==> src/rtl/hazard_ctrl.sv <==
`default_nettype none
// ============================================================================
// Module   : hazard_ctrl
// Purpose  : Pipeline hazard unit: one-bubble load-use stall, jump flush,
//            memory-busy freeze, registered EX operand forwarding selects and
//            saturating stall/flush event counters.
// Revision : 1.0 - initial release
// ============================================================================
module hazard_ctrl (
    input  logic        clk,
    input  logic        rst_n,
    input  logic [4:0]  id_rs1,
    input  logic [4:0]  id_rs2,
    input  logic        id_uses_rs1,
    input  logic        id_uses_rs2,
    input  logic [4:0]  ex_write_reg,
    input  logic        ex_reg_wrenable,
    input  logic        ex_mem_to_reg,
    input  logic        ex_is_jump,
    input  logic        mem_busy,
    output logic        stall_if,
    output logic        bubble_ex,
    output logic        flush_id,
    output logic        freeze,
    output logic [1:0]  fwd_a,
    output logic [1:0]  fwd_b,
    output logic [15:0] stall_count,
    output logic [15:0] flush_count
);

    localparam logic [1:0]  c_FWD_REGFILE = 2'b00;
    localparam logic [1:0]  c_FWD_MEM     = 2'b01;
    localparam logic [1:0]  c_FWD_WB      = 2'b10;
    localparam logic [15:0] c_COUNT_MAX   = 16'hFFFF;

    typedef enum logic [0:0] {
        RUN        = 1'b0,
        LOAD_STALL = 1'b1
    } state_t;

    state_t      r_state;
    state_t      w_state_next;

    logic [4:0]  r_mem_wreg;
    logic        r_mem_wen;
    logic [4:0]  r_wb_wreg;
    logic        r_wb_wen;

    logic [1:0]  r_fwd_a;
    logic [1:0]  r_fwd_b;
    logic [15:0] r_stall_count;
    logic [15:0] r_flush_count;

    logic        w_load_use;
    logic        w_stall_if;
    logic        w_bubble_ex;
    logic        w_flush_id;
    logic        w_advance;
    logic [1:0]  w_fwd_a_next;
    logic [1:0]  w_fwd_b_next;
    logic [15:0] w_stall_count_next;
    logic [15:0] w_flush_count_next;

    // x0 is hard-wired zero, so a write to it never creates a dependency.
    function automatic logic src_match(
        input logic       used,
        input logic [4:0] src,
        input logic       wen,
        input logic [4:0] wreg
    );
        return used & wen & (wreg != 5'd0) & (wreg == src);
    endfunction

    // The instruction in EX is younger than the one in MEM, so it wins.
    function automatic logic [1:0] fwd_select(
        input logic       used,
        input logic [4:0] src,
        input logic       ex_wen,
        input logic [4:0] ex_wreg,
        input logic       mem_wen,
        input logic [4:0] mem_wreg
    );
        if (src_match(used, src, ex_wen, ex_wreg)) begin
            return c_FWD_MEM;
        end else if (src_match(used, src, mem_wen, mem_wreg)) begin
            return c_FWD_WB;
        end else begin
            return c_FWD_REGFILE;
        end
    endfunction

    assign freeze = mem_busy;

    assign w_load_use = ex_mem_to_reg &
                        (src_match(id_uses_rs1, id_rs1, ex_reg_wrenable, ex_write_reg) |
                         src_match(id_uses_rs2, id_rs2, ex_reg_wrenable, ex_write_reg));

    always_comb begin
        w_state_next = r_state;
        w_stall_if   = 1'b0;
        w_bubble_ex  = 1'b0;
        w_flush_id   = 1'b0;
        if (rst_n && !freeze) begin
            case (r_state)
                RUN: begin
                    if (ex_is_jump) begin
                        w_flush_id  = 1'b1;
                        w_bubble_ex = 1'b1;
                    end else if (w_load_use) begin
                        w_stall_if   = 1'b1;
                        w_bubble_ex  = 1'b1;
                        w_state_next = LOAD_STALL;
                    end
                end
                LOAD_STALL: begin
                    w_state_next = RUN;
                end
                default: begin
                    w_state_next = RUN;
                end
            endcase
        end
    end

    assign stall_if  = w_stall_if;
    assign bubble_ex = w_bubble_ex;
    assign flush_id  = w_flush_id;

    assign w_advance    = !freeze && !w_stall_if && !w_bubble_ex;
    assign w_fwd_a_next = fwd_select(id_uses_rs1, id_rs1, ex_reg_wrenable, ex_write_reg,
                                     r_mem_wen, r_mem_wreg);
    assign w_fwd_b_next = fwd_select(id_uses_rs2, id_rs2, ex_reg_wrenable, ex_write_reg,
                                     r_mem_wen, r_mem_wreg);

    // Counters are rewritten every cycle so a hold is an explicit self-copy.
    always_comb begin
        w_stall_count_next = r_stall_count;
        w_flush_count_next = r_flush_count;
        if (w_stall_if && (r_stall_count != c_COUNT_MAX)) begin
            w_stall_count_next = r_stall_count + 16'd1;
        end
        if (w_flush_id && (r_flush_count != c_COUNT_MAX)) begin
            w_flush_count_next = r_flush_count + 16'd1;
        end
    end

    always_ff @(posedge clk) begin
        if (!rst_n) begin
            r_state       <= RUN;
            r_mem_wreg    <= 5'd0;
            r_mem_wen     <= 1'b0;
            r_wb_wreg     <= 5'd0;
            r_wb_wen      <= 1'b0;
            r_fwd_a       <= c_FWD_REGFILE;
            r_fwd_b       <= c_FWD_REGFILE;
            r_stall_count <= 16'd0;
            r_flush_count <= 16'd0;
        end else begin
            r_state       <= w_state_next;
            r_stall_count <= w_stall_count_next;
            r_flush_count <= w_flush_count_next;
            if (!freeze) begin
                r_mem_wreg <= ex_write_reg;
                r_mem_wen  <= ex_reg_wrenable;
                r_wb_wreg  <= r_mem_wreg;
                r_wb_wen   <= r_mem_wen;
                if (w_bubble_ex) begin
                    r_fwd_a <= c_FWD_REGFILE;
                    r_fwd_b <= c_FWD_REGFILE;
                end else if (w_advance) begin
                    r_fwd_a <= w_fwd_a_next;
                    r_fwd_b <= w_fwd_b_next;
                end
            end
        end
    end

    assign fwd_a       = r_fwd_a;
    assign fwd_b       = r_fwd_b;
    assign stall_count = r_stall_count;
    assign flush_count = r_flush_count;

    // The WB entry records retiring writers; nothing downstream consumes it yet.
    logic w_unused_wb;
    assign w_unused_wb = ^{r_wb_wreg, r_wb_wen};

endmodule
`default_nettype wire

==> config.mk <==
export PLATFORM = sky130hd
export DESIGN_NAME = hazard_ctrl
export DESIGN_NICKNAME = d
export VERILOG_FILES = /design/src/rtl/hazard_ctrl.sv
export SDC_FILE = /design/constraint.sdc
export NUM_CORES = 1
export LEC_CHECK = 0
export ABC_AREA = 1
export CAP_MARGIN = 20
export CORE_MARGIN = 5
export CORE_UTILIZATION = 44
export CTS_CLUSTER_DIAMETER = 150
export DETAILED_ROUTE_END_ITERATION = 16
export GPL_ROUTABILITY_DRIVEN = 0
export GPL_TIMING_DRIVEN = 0
export PLACE_DENSITY = 0.73
export SYNTH_ARGS = -nofsm -noshare
export SYNTH_HDL_FRONTEND = slang
export SYNTH_SLANG_ARGS = --single-unit
export TNS_END_PERCENT = 5
==> constraint.sdc <==
create_clock -name clk -period 1.85 [get_ports clk]
set_clock_uncertainty 0.2 [all_clocks]
set_input_delay 0.37 -clock clk [delete_from_list [all_inputs] [get_ports clk]]
set_output_delay 0.37 -clock clk [all_outputs]
set_load 0.1 [all_outputs]
# After elaboration in Yosys (flattened, before gate mapping)
# Cells that the tools add are included.
totals:
  input_bits: 23
  regBits: 43
  wordCells: 62
classes:
  n_eq_ne: 6
  addsub: 2
  mux: 19
  bitwise_logic: 16
  n_reduce_logical: 12
ops:
  columns: ["cell", "count"]
  rows:
  - ["16-bit by 1-bit adder with 16-bit output (second input constant)", 2]
  - ["16-bit != test (second input constant)", 2]
  - ["5-bit equality test", 4]
  - ["2-bit two-way mux", 8]
  - ["1-bit bitwise AND", 13]
  - ["1-bit two-way mux", 10]
  - ["5-bit nonzero test", 2]
  - ["1-bit logical AND", 5]
  - ["1-bit logical NOT", 3]
  - ["1-bit inverter", 2]
  - ["1-bit one-hot mux with 2 select lines", 1]
  - ["2-bit AND reduction", 1]
  - ["2-bit nonzero test", 1]
  - ["1-bit bitwise OR", 1]

# Logic depth before layout (Yosys ltp)
logic_depth:
  word_depth: 14
  depth_mapped: 14
  depth_no_buf: 13

# Least setup slack after synthesis
# Ideal clock, no wire load.
synth_path:
  path_type: "reg-to-reg"
  startpoint: "register r_stall_count[1], in the netlist stall_count[1]"
  endpoint: "register r_stall_count[6], in the netlist stall_count[6]"
  period_less_slack_ns: 2.717
  slack_ns: -0.867
  path_buffers: 1
  setup_ns: 0.119
  path_stages_with_launch: 10
  arrival_ns: 2.398
  path_cell_list: "dfxtp_1 -> ha_1 -> nand2_1 -> nor2_1 -> nand4_1 -> nor2_1 -> nor2_4 -> buf_6 -> a21oi_1 -> nor2_1"
synth_between:
  elab_chain_cells: 2
synth_rtl:
  columns: ["item", "line", "text"]
  rows:
  - ["from (decl)", "51", "logic [15:0] r_stall_count;"]
  - ["from (signal assigned)", "160", "r_stall_count <= w_stall_count_next;"]
  - ["parallel branches: the longest is 2 deep, another holds 16-bit by 1-bit adder with 16-bit output", null, null]
# Several ways; the timed one is not identified.
# A chain may end at the register's enable or synchronous reset.

# Worst setup path after layout
layout_path:
  startpoint: "input ex_write_reg[2]"
  endpoint: "output bubble_ex"
layout_between:
  elab_chain_cells: 9
layout_rtl:
  columns: ["item", "line", "text"]
  rows:
  - ["from (decl)", "16", "input logic [4:0] ex_write_reg,"]
  - ["5-bit nonzero test", "71", "return used & wen & (wreg != 5'd0) & (wreg == src);"]
  - ["1-bit bitwise AND (2 in a row)", "71", null]
  - ["1-bit bitwise OR (*)", "95", "(src_match(id_uses_rs1, id_rs1, ex_reg_wrenable, ex_write_reg) |"]
  - ["1-bit bitwise AND (*)", "94", "assign w_load_use = ex_mem_to_reg &"]
  - ["1-bit two-way mux (*)", "109", "end else if (w_load_use) begin"]
  - ["1-bit two-way mux (*)", "106", "if (ex_is_jump) begin"]
  - ["1-bit two-way mux (*)", "104", "case (r_state)"]
  - ["1-bit two-way mux (*)", "103", "if (rst_n && !freeze) begin"]
  - ["to (decl)", "22", "output logic bubble_ex,"]
# Every way passes the cells marked *; elsewhere a longest branch is shown, timed or not.

==> reports/metrics.yaml <==
fillCellCount: 478
grt_setup_unrepaired: "yes"
cts_buffers: 5
clk_root_buffer_cell: "sky130_fd_sc_hd__clkbuf_8"
dp_worst_setup_slack_ns: -1.663
post_synth_num_cell_types: 30
netlist_instances: 378
area_growth_pct: 53.71
outcome: "finished, violations left"
ratio_of_cells_with_drive_above_1_in_the_final_layout_pct: 38.30
detail_route.iter0.violations: 116
critical_path_peak_fanout: 4
cp.required_ns: 1.28
synth_area_per_cell_sq_um: 6.378
multi_input_combinational_cell_area_sq_um: 1409
drc: 0
grt_start_max_net_pins: 14
worst_path_largest_cell_delay_ns: 0.17
drt-wirelength-per-cell_um: 12.72
core_area_sq_um: 5405
final_setup_tns_ns: -0.5217
final-setup-viol-count: 9
syn-cell-area_sq_um: 2411
net-switching-power_w: 0.0005074
normalized_max_slew_margin_pct: 63.06
dr.pass1.iters: 4
timing.fmax_ghz: 0.4857
start_kind: "primary input"
route.vias.total: 2752
clock_insertion_delay_worst_skew_ns: 0.29
utilization_pct: 68.56
maximum_clock_path_buffer_count: 2
design.final.nets: 494
initial_antenna_violation_count: 0
cts_tree: "done"
cp_top_family: "simple AND/OR/NAND/NOR gates"
power_frac_seq_pct: 50.1
routed_wirelength_um: 6895
hold_fails_final_rpt: 0
placement.io_buffers: 62
routed_via_density: 5.077
crit_chain: "buf_6 > inv_6 > nand2_2 > nand2_1 > nand2_1 > nor2_2 > nand2_2 > nand2_2 > nand2_1 > nand2_1 > nand2_2 > clkinvlp_4 > buf_12"
hold_class: "in2reg"
i_o_pin_cnt: 63
crit_slowest_cell: "sky130_fd_sc_hd__buf_12"
swShare_pct: 27.22
clock_sink_count: 43
timing.final.ws_setup_ns: -0.2091
power_per_cell_area_nw_per_um2: 503.0
groute.usage.overall_pct: 19.46
violations: "negative setup slack"
part_of_the_power_in_the_clock_network_pct: 33.2
final_worst_path_cycle_share_pct: 111.3
p_leak_nw: 1.496
n_diodes: 0
whs_path_depth: 3
worst_r2r_path_depth: 9
area.sequential_sq_um: 925.9
path_clk_slew_ns: 0.08
max_cap_viol_count: 0
syn_nets: 403
internal_power_w: 0.001357
post_layout_min_period_ns: 2.059
cp_bufs_invs: 4
die_area_sq_um: 7060
timing.critical_path.arrival_ns: 1.49
placedCellCount: 512
route.antenna.remaining_nets: 0
placedInstanceArea_sq_um: 3254
worst-slew-pin-transition_ns: 0.5567
endpoint_kind_of_the_worst_setup_timing_path: "output port"
stdcell_area_sq_um: 3706
ir_worst_vdd_mv: 0.3305
synth_seq_area_share_pct: 35.70
grt_remaining_overflow: 0
worst-path-stages: 13
ctsHtreeMaxLevel: 2
critPathKind: "in2out"
yosys_register_bits: 43
layout_common_cells: "sky130_fd_sc_hd__nand2_1 (81), sky130_fd_sc_hd__nor2_1 (42), sky130_fd_sc_hd__inv_1 (40), sky130_fd_sc_hd__nand3_1 (31), sky130_fd_sc_hd__clkdlybuf4s15_2 (30)"
placementRows: 27
detailed_place_hpwl_um: 4861
maxSlewViolCount: 0
die_w_um: 84.03
die_y_um: 84.03
layout.cells.non_filler: 542
vias_in_the_first_global_route: 2612
layout_commonest_cell: "sky130_fd_sc_hd__nand2_1"
power_frac_comb_pct: 16.7
yosys_warnings: 0
initial_core_util_pct: 44.61
grt_first_pass_wirelength_um: 11360
==> area by class of cell <==
class	instances	share of cell area (%)
buffer	8	1.519
clock buffer	7	2.330
clock inverter	1	0.1350
inverter	58	7.360
multi-input combinational	269	38.01
sequential	43	24.98
tap	72	2.431
timing repair buffer	84	23.23
==> cell families (layout without fill, tap and decap cells) <==
family	count (synthesis)	count (layout)	share of synthesized area (%)
flip-flops	43	43	35.70
XOR/XNOR	9	9	3.269
AND/OR/NAND/NOR	203	203	36.53
buffers and inverters	66	158	11.21
adder cells (fa/ha/maj)	2	2	1.038
AO/OA/AOI/OAI	55	55	12.25
==> stage by stage <==
step / hold WS, ns / power, W
global placement: 0.2424 / 0.001207
global route: 0.1327 / 0.001945
finish: 0.1430 / 0.001864
CTS: 0.1283 / 0.001847
floorplan: 0.2494 / 0.001106
detailed placement: 0.2435 / 0.001209
==> flip-flops by register name, summed over array words and instances (netlist names) <==
| name | flops |
|---|---|
| flush_count | 16 |
| fwd_a | 2 |
| fwd_b | 2 |
| r_mem_wen | 1 |
| r_mem_wreg | 5 |
| r_state | 1 |
| stall_count | 16 |
==> final timing paths <==
kind | to | slack (ns) | startpoint
max | bubble_ex | -0.21 | ex_write_reg[2]
min | r_mem_wen | 0.14 | ex_reg_wrenable
max reg2reg | stall_count[11] | 0.05 | stall_count[0]
min reg2reg | fwd_b[0] | 0.26 | fwd_b[0]
==> power by group through the flow <==
stage               clock (W)  combinational, W  sequential (W)
floorplan                   0          0.000136        0.000970
global placement            0          0.000253        0.000954
detailed placement          0          0.000255        0.000954
CTS                  0.000634          0.000281        0.000932
global route         0.000673          0.000336        0.000935
finish               0.000619          0.000311        0.000934
==> worst reg2reg max path, cell delays in order, from the launching register on <==
cell	delay (ns)
sky130_fd_sc_hd__dfxtp_4	0.38
sky130_fd_sc_hd__ha_4	0.15
sky130_fd_sc_hd__nand2_2	0.07
sky130_fd_sc_hd__nor2_4	0.13
sky130_fd_sc_hd__nand4_1	0.16
sky130_fd_sc_hd__nor2_2	0.18
sky130_fd_sc_hd__nor2_4	0.09
sky130_fd_sc_hd__buf_6	0.15
sky130_fd_sc_hd__a21oi_1	0.14
sky130_fd_sc_hd__nor2_1	0.06
==> per-layer routing <==
layer / up-vias / part of all wire (%) / global-route usage (%)
met4: 0 / 2.5 / 8.333
met1: 1259 / 43 / 22.06
met3: 17 / 4.9 / 4.442
met2: 81 / 50 / 34.58
li1: 1395 / - / -
met5: - / 0 / 0
==> repair_timing <==
| action | 4_1_cts | 5_1_grt |
|---|---|---|
| hold buffers | 0 | 0 |
| buffers inserted | 19 | 7 |
| pin swaps | 28 | 25 |
| endpoints found under the setup margin | 75 | 43 |
| gates resized for setup | 262 | 40 |
==> synth_stat cells (all sizes together) <==
cell type | count | area, sq um
dfxtp | 43 | 860.8
o22ai | 7 | 43.79
nor3 | 9 | 45.04
and3 | 1 | 6.260
ha | 2 | 25.02
nor2 | 50 | 210.2
inv | 58 | 217.7
or2 | 2 | 15.02
nand4 | 6 | 37.54
nand2 | 97 | 366.6
clkbuf | 3 | 11.26
o31ai | 1 | 7.510
a31oi | 1 | 6.260
nand3 | 35 | 180.2
a21oi | 26 | 130.1
o221ai | 2 | 17.52
buf | 5 | 41.28
xnor2 | 4 | 35.03
nor4 | 2 | 12.51
xor2 | 5 | 43.79
o21ai | 18 | 90.09
nor3b | 1 | 7.510
(Power assumes the default switching activity.)
==> variant 1 (config.mk and constraints unchanged) <==
Change the localparam `c_COUNT_MAX` from 16'hFFFF to 16'h7FFF.
--- a/src/rtl/hazard_ctrl.sv
+++ b/src/rtl/hazard_ctrl.sv
@@ -32,5 +32,5 @@
     localparam logic [1:0]  c_FWD_MEM     = 2'b01;
     localparam logic [1:0]  c_FWD_WB      = 2'b10;
-    localparam logic [15:0] c_COUNT_MAX   = 16'hFFFF;
+    localparam logic [15:0] c_COUNT_MAX   = 16'h7FFF;
 
     typedef enum logic [0:0] {
Formal check against the unedited RTL: no difference found for any inputs over 10 cycles, from zero or initial values and one cycle with rst_n low; that may be too few to reach the edited logic, so the function may still have changed.
==> variant 1 against the original RTL <==
- the run still ends with setup timing left
- area after synthesis shrank 0.21%
- sequential share of layout area decreased by 1.8 points
- sequential cell count stayed put
- clock power grew 18%
- routed wire length rose by 22%
- total power rose by 11%
- worst setup slack got worse by 0.051 ns
- combinational power increased by 27%
- core utilization rose by 3.8 points
- critical endpoint unchanged
- non-clock buffer count is 27 higher
- critical path type unchanged
- cell area grew 5.5%
- global-route usage increased by 2.3 points
==> variant 1: results (changes against the original RTL) <==
* Status: finished with violations (unchanged)
* Failing checks: setup timing (unchanged)
* Post-layout net count at 511 (was 494)
* Worst skew pair latency at about 0.3 ns
* Syn_nets at 391 (was 403)
* Setup violators final at 11 (was 9)
* Endpoints failing hold at 0 (unchanged)
* DP Cell Count at 500 (was 512)
* DP Worst Slack at -1.692 ns (was -1.663 ns)
* Via density at 5.156 (was 5.077)
* Tot GR Track Use at 21.81% (was 19.46%)
* Clk root buf: clkbuf_8 (unchanged)
* Post-synth top flop: dfxtp_1 (unchanged)
* CP peak stage delay at about 0.18 ns
* Worst Path Arrival at 1.54 ns (was 1.49 ns)
* Kind of cell adding the most delay to the critical path: simple AND/OR/NAND/NOR gates (unchanged)
* Hold_buf cts at 0 (unchanged)
* Max VDD drop at 0.3705 mV (was 0.3305 mV)
* Port Buffers at 62 (unchanged)
* Largest cells by area after synthesis: dfxtp_1 (36%), nand2_1 (14%), inv_1 (7.3%), nor2_1 (7.3%), nand3_1 (6.9%) (was dfxtp_1 (36%), nand2_1 (15%), inv_1 (8.4%), nor2_1 (7.3%), nand3_1 (7.1%))
* YS warnings at 0 (unchanged)
* Htree depth at 2 (unchanged)
* Syn Inst Count at 366 (was 378)
* First-pass GRT wire length at 12.67 mm (was 11.36 mm)
* Synth cell types at 28 (was 30)
* Slew Limit Headroom at 62.17% (was 63.06%)
* Initial antenna violation count at 0 (unchanged)
* P_leak at 1.694 nW (was 1.496 nW)
* Async set or reset register ratio after synthesis at 0% (unchanged)
* TritonCTS buffer count at 5 (unchanged)
* Avg WL per Cell at 15.04 um (was 12.72 um)
* Starting DRT DRC Count at 171 (was 116)
* Post-synthesis sequential area ratio at 35.78% (was 35.70%)
* Synth top area share at 35.78% (was 35.70%)
* Largest net degree at the start of global routing at 14 (unchanged)
* Filler Cell Count at 408 (was 478)
* CP max stage cell: buf_12 (unchanged)
* Worst-path fanout max at 4 (unchanged)
* Dpl hpwl at 4.608 mm (was 4.861 mm)
* Clock buffer depth at 2 (unchanged)
* Pre-antenna DRT Iters at 4 (unchanged)
* Synth top cells by count: nand2_1 (87), inv_1 (47), nor2_1 (47), dfxtp_1 (43), nand3_1 (33) (was nand2_1 (96), inv_1 (54), nor2_1 (47), dfxtp_1 (43), nand3_1 (34))
* Worst hold path type: primary input to flop (unchanged)
* Post-route setup slack at -0.2601 ns (was -0.2091 ns)
* Share of layout cells above drive strength 1 at 45.38% (was 38.30%)
* CTS clk-pin slew, worst paths at 0.08 ns (about the same)
* Diode count at 0 (unchanged)
* Vias at 2,882 (was 2,752)
-- variant 1: logic make-up (layout without fill, tap and decap cells) --
kind of cell,Yosys count,after routing,share of synthesized area [%]
AOI/OAI and AO/OA,52,52,11.49
and+or+nand+nor,199,199,38.33
DFF,43,43,35.78
adders and majority gates,2,2,1.040
xor gates and xnor gates,8,8,2.912
buffers and inverters,62,183,10.45
-- variant 1: final timing paths --
path	start	end	slack (ns)	depth (start not counted)
worst min-delay path	ex_reg_wrenable	r_mem_wen	0.12	2
worst min register to register	fwd_b[0]	fwd_b[0]	0.25	2
worst max register to register	stall_count[0]	stall_count[15]	0.04	11
worst max-delay path	ex_write_reg[4]	bubble_ex	-0.26	13
-- variant 1: final cells by class --
cell class              instances  share of cell area (%)
inverters                      56                   6.238
clock buffers                   7                   1.951
multi-input cells             261                   38.42
well taps                      72                   2.303
flip-flops and latches         43                   23.16
plain buffers                   6                   1.056
clock inverters                 1                  0.7678
repair buffers                113                   26.10
-- variant 1: timing repair --
item,4_1_cts,5_1_grt
resized for setup,262,56
pin swaps,24,12
buffers inserted,43,8
endpoints found under the setup margin,76,37
-- variant 1: through the flow --
step	setup TNS, ns	area, sq um
2_1_floorplan	-7.906	2482
3_3_place_gp	-32.00	3193
3_5_place_dp	-33.41	3193
4_1_cts	-0.7911	3732
5_1_grt	-2.780	3911
6_report	-1.143	3911
-- variant 1: per-layer routing --
| metal | track usage, % | part of all wire (%) | up-vias |
|---|---|---|---|
| li1 | - | - | 1415 |
| met1 | 24.80 | 41 | 1350 |
| met2 | 38.90 | 51 | 94 |
| met3 | 4.738 | 5.2 | 23 |
| met4 | 9.503 | 3.2 | 0 |
| met5 | 0 | 0 | - |
-- variant 1: power by group --
group	leakage [nW]	switching, mW	internal (mW)
Sequential	0.363	0.0140	0.930
Combinational	1.28	0.224	0.172
Clock	0.0524	0.327	0.405
==> variant 2 (same settings) <==
Made on the original files. Put one more register stage on the output `flush_count`, cleared by the reset. The value now appears one clock later. The other outputs are not delayed to match.
--- a/src/rtl/hazard_ctrl.sv
+++ b/src/rtl/hazard_ctrl.sv
@@ -179,5 +179,11 @@
     assign fwd_b       = r_fwd_b;
     assign stall_count = r_stall_count;
-    assign flush_count = r_flush_count;
+    always_ff @(posedge clk) begin
+        if (!rst_n) begin
+            flush_count <= '0;
+        end else begin
+            flush_count <= r_flush_count;
+        end
+    end
 
     // The WB entry records retiring writers; nothing downstream consumes it yet.
Formal check against the unedited RTL: not equivalent (a bounded check fails within 4 cycles, from zero or initial values and one cycle with rst_n low).
==> variant 2 against the original RTL <==
- the flow still finishes with violations (setup timing)
- sequential power up 38%
- sequential cell count rose by 16
- total power up 60%
- routed wire length up 24%
- core utilization down 0.48 points
- cell area increased by 18%
- maximum frequency rose by 0.13%
- non-clock buffer count grew 7
- worst setup slack improved by 0.0027 ns
- area after synthesis grew 22%
- clock power up 110%
- critical path type unchanged
- largest cell class unchanged
==> variant 2: results (changes against the original RTL) <==
* Status: finished with violations (unchanged)
* Failing checks: setup timing (unchanged)
* FF-to-FF End: r_flush_count[11] (was stall_count[11])
* P_leak at 1.910 nW (was 1.496 nW)
* Filler Cell Count at 533 (was 478)
* Multi-input combinational gate total at 293 (was 269)
* CTS Sinks at 59 (was 43)
* Pre-antenna DRT Iters at 5 (was 4)
* Logic pwr share at 11.9% (was 16.7%)
* # clk buffers at 10 (was 7)
* Clk tree area frac at 5.179% (was 2.465%)
* Starting DRT DRC Count at 126 (was 116)
* Post-route setup slack at -0.2064 ns (was -0.2091 ns)
* Dpl hpwl at 5.371 mm (was 4.861 mm)
* Htree depth at 3 (was 2)
* Largest net degree at the start of global routing at 12 (was 14)
* R2R cell count at 10 (was 9)
* Synth cell types at 32 (was 30)
* M1 GR Usage at 22.70% (was 22.06%)
* Post-layout net count at 558 (was 494)
* Vias at 3,200 (was 2,752)
* DP Worst Slack at -1.681 ns (was -1.663 ns)
* Worst skew pair latency at 0.34 ns (was 0.29 ns)
* Setup repair bufs after CTS at 25 (was 19)
* Post-synthesis sequential area ratio at 40.20% (was 35.70%)
* Total wire length at 8.540 mm (was 6.895 mm)
* Routed length on met3 at 550 um (was 339 um)
* Met2 usage at 32.32% (was 34.58%)
* Tot GR Track Use at 18.94% (was 19.46%)
* Max VDD drop at 0.4398 mV (was 0.3305 mV)
* Syn avg cell area at 6.785 sq um (was 6.378 sq um)
* Reg2Reg Setup Slack at -0.01 ns (was 0.05 ns)
* R2R Path Start: r_flush_count[0] (was stall_count[0])
* Grt met3 use at 3.764% (was 4.442%)
* Post-Route Setup TNS at -0.5157 ns (was -0.5217 ns)
* Vias in the first global route at 2,909 (was 2,612)
* Complex-gate fraction of the synthesized area at 9.753% (was 12.25%)
* Syn_nets at 458 (was 403)
* Synth Area in XOR/XNOR at 2.385% (was 3.269%)
* DP Cell Count at 570 (was 512)
* Met2 routed WL at 4.152 mm (was 3.452 mm)
* TritonCTS buffer count at 9 (was 5)
* Via density at 5.203 (was 5.077)
* NetSw at 0.7651 mW (was 0.5074 mW)
* Adder-cell share of the synthesized area at 0.8518% (was 1.038%)
* CP max stage cell: nor2_4 (was buf_12)
* Setup violators final at 4 (was 9)
* Clk power at 1.33 mW (was 0.619 mW)
* Port Buffers at 60 (was 62)
* First-pass GRT wire length at 13.03 mm (was 11.36 mm)
-- variant 2: cell types whose count changed in the layout (fill, tap and decap cells not counted), moves of 9 or more --
cell / change
dfxtp_1: +33
nand2_1: +12
inv_1: +14
clkdlybuf4s15_2: -9
buf_2: +12
dfxtp_2: -11
-- variant 2: metrics by stage --
stage,instance area [sq um],util (%),power [mW]
5_1_grt,4373,68.09,3.089
3_5_place_dp,3691,57.47,1.570
3_3_place_gp,3691,57.47,1.566
2_1_floorplan,2994,-,1.473
4_1_cts,4173,64.97,2.930
6_report,4373,68.09,2.979
-- variant 2: worst min-delay path by stage --
stage / depth (start not counted) / slack (ns) / end
after floorplan: 2 / 0.22 / flush_count[14]
after detailed placement: 2 / 0.24 / flush_count[14]
after global placement: 2 / 0.23 / flush_count[15]
after CTS: 3 / 0.06 / r_mem_wen
final: 3 / 0.07 / r_mem_wen
after global routing: 3 / 0.07 / r_mem_wen
